**src/rtl/serial_word_receiver.sv**
```systemverilog
// rtl/serial_word_receiver.sv - serial bit stream to parallel word receiver
// Bits arrive under valid/ready; completed words are held until the consumer takes them.
module serial_word_receiver #(
  parameter int WIDTH = 4,
  parameter int CNT_W = $clog2(WIDTH + 1)
) (
  input  logic             clk,
  input  logic             rst,
  input  logic             s_valid,
  input  logic             s_data,
  input  logic             msb_first,
  output logic             s_ready,
  output logic [WIDTH-1:0] p_data,
  output logic             p_valid,
  input  logic             p_ready,
  output logic [CNT_W-1:0] bit_cnt
);

  typedef enum logic [1:0] {
    IDLE    = 2'd0,
    COLLECT = 2'd1,
    FULL    = 2'd2
  } state_t;

  localparam logic [CNT_W-1:0] LAST_CNT = CNT_W'(WIDTH - 1);

  state_t           state;
  state_t           state_next;
  logic [WIDTH-1:0] sr;
  logic [WIDTH-1:0] sr_next;
  logic [WIDTH-1:0] sr_base;
  logic             order_q;
  logic             order_eff;
  logic             accept;
  logic             last_bit;

  assign accept   = s_valid & s_ready;
  assign last_bit = (state == COLLECT) && (bit_cnt == LAST_CNT);

  // The first bit of a word (from IDLE or FULL) uses the live msb_first; later bits use the latched order.
  always_comb begin
    order_eff = order_q;
    sr_base   = sr;
    if (state != COLLECT) begin
      order_eff = msb_first;
      sr_base   = '0;
    end
    if (order_eff) begin
      sr_next = {sr_base[WIDTH-2:0], s_data};
    end else begin
      sr_next = {s_data, sr_base[WIDTH-1:1]};
    end
  end

  always_ff @(posedge clk) begin
    if (!rst) begin
      state <= IDLE;
    end else begin
      state <= state_next;
    end
  end

  always_comb begin
    state_next = state;
    case (state)
      IDLE: begin
        if (accept) begin
          state_next = COLLECT;
        end
      end
      COLLECT: begin
        if (accept && last_bit) begin
          state_next = FULL;
        end
      end
      FULL: begin
        if (p_ready) begin
          state_next = accept ? COLLECT : IDLE;
        end
      end
      default: state_next = IDLE;
    endcase
  end

  always_comb begin
    p_valid = (state == FULL);
    s_ready = rst && ((state != FULL) || p_ready);
  end

  always_ff @(posedge clk) begin
    if (!rst) begin
      sr      <= '0;
      bit_cnt <= '0;
      order_q <= 1'b0;
      p_data  <= '0;
    end else if (accept) begin
      if (last_bit) begin
        p_data  <= sr_next;
        sr      <= '0;
        bit_cnt <= '0;
      end else begin
        sr      <= sr_next;
        bit_cnt <= (state == COLLECT) ? bit_cnt + CNT_W'(1) : CNT_W'(1);
      end
      if (state != COLLECT) begin
        order_q <= msb_first;
      end
    end
  end

endmodule

```
**config.mk**
```make
export PLATFORM = sky130hd
export DESIGN_NAME = serial_word_receiver
export DESIGN_NICKNAME = d
export VERILOG_FILES = /design/src/rtl/serial_word_receiver.sv
export SDC_FILE = /design/constraint.sdc
export NUM_CORES = 1
export LEC_CHECK = 0
export CORE_UTILIZATION = 52
export CTS_CLUSTER_DIAMETER = 30
export CTS_CLUSTER_SIZE = 12
export DETAILED_ROUTE_END_ITERATION = 7
export PLACE_DENSITY = 0.81
export SETUP_SLACK_MARGIN = 0.1
export SKIP_LAST_GASP = 1
export SYNTH_ARGS = -nofsm -noshare
export SYNTH_HDL_FRONTEND = slang
export SYNTH_SLANG_ARGS = --single-unit
```
**constraint.sdc**
```tcl
create_clock -name clk -period 4.48 [get_ports clk]
set_clock_uncertainty 0.05 [all_clocks]
set_input_delay 0.672 -clock clk [delete_from_list [all_inputs] [get_ports clk]]
set_output_delay 0.672 -clock clk [all_outputs]
set_load 0.005 [all_outputs]
```
### Word level (Yosys, flattened, before mapping)

Cells that the tools add are included.
W data, S select, Z words.

* bits in registers: 14
* bits in latches: 0
* memory bits (writable): 0
* ROM bits: 0
* bits of input ports: 6
* output and inout port bits: 9
* logic and storage cells: 33
* memories: 0

* $add $sub $neg: 1
* multiply operators: 0
* divide/modulo/power cells: 0
* $lt $le $gt $ge: 0
* equal/unequal tests: 8
* shift operators: 0
* multiplexer cells: 11
* bitwise operators: 1
* reduce and logical (&&, ||, !) cells: 7

Operator list (number)
* $mux W4: 3
* $mux W2: 3
* $mux W3: 2
* $ne A2 B1 Y1 const B: 3
* $pmux W2 S3: 1
* $ne A2 B2 Y1 const B: 2
* $add A3 B1 Y3 const B: 1
* $eq A3 B2 Y1 const B: 1
* $logic_and A1 B1 Y1: 3
* $reduce_and A3 Y1: 1
* $eq A2 B1 Y1 const B: 1
* $eq A2 B2 Y1 const B: 1
* $logic_not A2 Y1: 1
* $mux W1: 2
* $reduce_and A2 Y1: 1
* $and A1 B1 Y1: 1
* $logic_or A1 B1 Y1: 1

### Logic depth before layout (Yosys ltp)

* word-level depth: 7
* depth in mapped cells: 5
* mapped depth without buffers: 5

### Least setup slack after synthesis

No wires, ideal clock.

* kind: input port to output port
* start: in rst
* end: out s_ready
* data arrival time: 1.166 ns
* required time: 3.758 ns
* setup slack: 2.592 ns
* stages: 3
* buffers on the path: 1
* cells stage by stage: buf_2 > clkinv_1 > nor2_1

* word-level cells in the longest chain between the ends: 1

Ends and longest elaborated chain
* from (decl): RTL line 8 `input logic rst,`
* $logic_and A1 B1 Y1: RTL line 87 `s_ready = rst && ((state != FULL) || p_ready);`
* to (decl): RTL line 12 `output logic s_ready,`

No other way between the ends.

### Worst setup path in the final report

Same ends and word-level chain as after synthesis.

==> results.tsv <==
stage	metric	value	unit
clock_network	setup bufs post-CTS	0	
clock_network	clock sinks	14	
yosys	Syn Inst Count	78	
global_route	GR Overflow Total	0	
routing	antenna-violating nets left	0	
yosys	Post-synth top cells	dfxtp_1 (14), a21oi_1 (7), nand2_1 (5)	
sta	slew margin rel.	0.7037	
sta	max-slew violation count	0	
status	status	finished clean	
setup_path	Crit path required time	3760	ps
yosys	Post-Syn Nets	86	
power_and_ir_drop	worst vdd ir	174.5	uV
global_route	largest net degree at the start of global routing	11	
yosys	Synth Flop Type	dfxtp_1	
power_and_ir_drop	Pleak	0.3208	nW
clock_network	CTS clk-pin slew, worst paths	80	ps
setup_path	Worst Path Max Fanout	9	
final_layout	register area	280.3	sq um
floorplanning	core area	1301	sq um
global_route	initial antenna violation count	0	
floorplanning	Die X	39.42	um
routing	Wirelength per Cell	14.26	um
floorplanning	Initial Util	0.5596	
final_layout	fill count	122	
hold_path	Hold EP	bit_cnt[2]$_SDFFE_PN0P_	
yosys	synth top area cells	dfxtp_1 (38%), a21oi_1 (4.8%), mux2_2 (4.6%)	
clock_network	CTS max path bufs	2	
final_layout	# nets final	102	
setup_path	r2r startpoint	bit_cnt[0]$_SDFFE_PN0P_	
clock_network	Clock Latency Late Sink	280	ps
clock_network	Post-CTS Resized	0	
sta	Achievable Freq	334.6	MHz
hold_path	HP Start	bit_cnt[2]$_SDFFE_PN0P_	
final_layout	Cell Count, Final, Fillers Out	107	
clock_network	TritonCTS Buffers	3	
global_route	vias in the first global route	577	
clock_network	CTS tree	done	
setup_path	Crit Path Class	input port to primary output	
yosys	async set-or-reset flop fraction in the synthesized netlist	0	
yosys	YS warnings	0	
floorplanning	die area	1554	sq um
yosys	most common cell in the netlist	dfxtp_1	
floorplanning	Site Rows	13	
clock_network	H-tree level count	1	
yosys	Avg Cell Area, Syn	9.336	sq um
setup_path	R2R depth	5	
yosys	EDFF count, synth	0	
routing	via count	647	
final_layout	final core occ	0.6856	
final_layout	area of the multi-input gates	419.2	sq um
floorplanning	Die Span Y	39.42	um
placed_design	DP HPWL	1.141	mm
placed_design	port bufs	14	
final_layout	Area growth syn-to-layout	22.51	%
setup_path	startpoint types	input port	
placed_design	Routability Congestion	0.8184	
sta	period utilisation layout	0.6672	
hold_path	worst hold path class	register to register	
yosys	synth unique cells	34	
job	Max Cap Viol	0	
routing	# DRC	0	
sta	setup violators final	0	
routing	Avg Vias per Cell	6.047	
yosys	Yosys top cell by area	dfxtp_1	
final_layout	Diodes inserted	0	
hold_path	hold depth	2	
setup_path	worst reg2reg path endpoint	sr[1]$_SDFFE_PN0P_	
clock_network	Post-CTS Hold Fix Bufs	0	
routing	TritonRoute pass-1 iters	4	
setup_path	CP Capture Type	primary output	
final_layout	share of cells above drive strength 1	0.1304	
routing	final WL	1.526	mm
yosys	Synth top area share	0.3849	
yosys	#FFs+latches synth	14	
setup_path	arrival time at the worst endpoint	2270	ps
sta	unrepaired setup endpoints after global routing	false	
setup_path	R2R setup slack	2810	ps
power_and_ir_drop	PD cells	257.6	nW/um^2
sta	Hold Vio Cnt, Final	0	
sta	Worst-Margin Slew	443.5	ps
sta	clock period minus final worst setup slack	2989	ps
floorplanning	io pins	15	
yosys	Seq/Total Area, Yosys	0.3849	
sta	setup TNS	0	ps
clock_network	clk root buf	clkbuf_4	
yosys	Mapped Area	728.2	sq um
global_route	Total GRT Usage	0.2473	
placed_design	placed instance count	104	
global_route	first-pass GRT wire length	2.511	mm
routing	DR iter-0 viols	19	
==> flip-flops by register name, summed over array words and instances (netlist names) <==
signal / count
p_data: 4
state: 2
sr: 4
bit_cnt: 3
order_q: 1
==> worst max-delay path by stage <==
| stage | slack, ps | cells past startpoint | start | endpoint |
|---|---|---|---|---|
| after floorplan | 2590 | 3 | rst | s_ready |
| after global placement | 1520 | 4 | rst | s_ready |
| after detailed placement | 1490 | 4 | rst | s_ready |
| after CTS | 1480 | 4 | rst | s_ready |
| after global routing | 1400 | 4 | rst | s_ready |
| final | 1490 | 4 | rst | s_ready |
==> metrics by stage <==
stage	power (mW)	hold WS, ps	worst slack [ps]	area, sq um
finish	0.2298	427.7	1491	892.1
global route	0.2378	455.3	1405	892.1
CTS	0.2298	430.7	1483	892.1
detailed placement	0.1625	419.8	1485	869.6
global placement	0.1617	415.2	1518	869.6
floorplan	0.1520	393.4	2592	728.2
==> worst max-delay path: stages <==
cell and delay (ps):
clkdlybuf4s50_1 620, clkinv_1 300, nor2_1 170, clkdlybuf4s50_1 500
==> layout by cell type, fill, tap and decap left out, drive strengths merged <==
master	count
nor3	4
a211oi	3
clkbuf	3
or3b	1
clkdlybuf4s50	14
nand4	3
o311ai	1
dfxtp	14
nand3	2
inv	2
o2111ai	1
o21a	1
o211a	1
and2b	2
nor3b	2
mux2i	3
nand3b	1
nor2	3
ha	2
and2	1
o22ai	2
nand2	5
and3b	1
mux2	4
o41ai	1
nand2b	2
o21ai	4
clkinv	1
nor2b	1
a21oi	7
==> report_power, final <==
| group | switching, mW | internal [mW] | total [mW] |
|---|---|---|---|
| clock | 0.0387 | 0.0312 | 0.0699 |
| sequential | 0.00419 | 0.128 | 0.132 |
| combinational | 0.0135 | 0.0146 | 0.0282 |
| total | 0.0565 | 0.173 | 0.230 |
==> logic make-up (layout without fill, tap and decap cells) <==
family                   count (synthesis)  in the layout  share of synthesized area
flip-flops                              14             14                     0.3849
adder cells (fa/ha/maj)                  2              2                    0.03436
buffers and inverters                    6             20                    0.03952
multiplexers                             7              7                     0.1082
AO/OA/AOI/OAI                           21             21                     0.1907
AND/OR/NAND/NOR                         28             28                     0.2423
==> layer usage <==
metal / part of all wire / track usage / wire, um
met1: 0.50 / 0.3333 / 759
met2: 0.45 / 0.3648 / 694
met3: 0.027 / 0.05114 / 41
met4: 0.019 / 0.1293 / 29
met5: 0 / 0 / 0
==> final cells by class <==
cell class / count / share of cell area
well taps: 15 / 0.02104
repair buffers: 14 / 0.1571
multi-input cells: 58 / 0.4698
inverters: 3 / 0.01262
flip-flops and latches: 14 / 0.3142
clock buffers: 3 / 0.02525
Note: power is estimated with default switching activity, not from simulation.
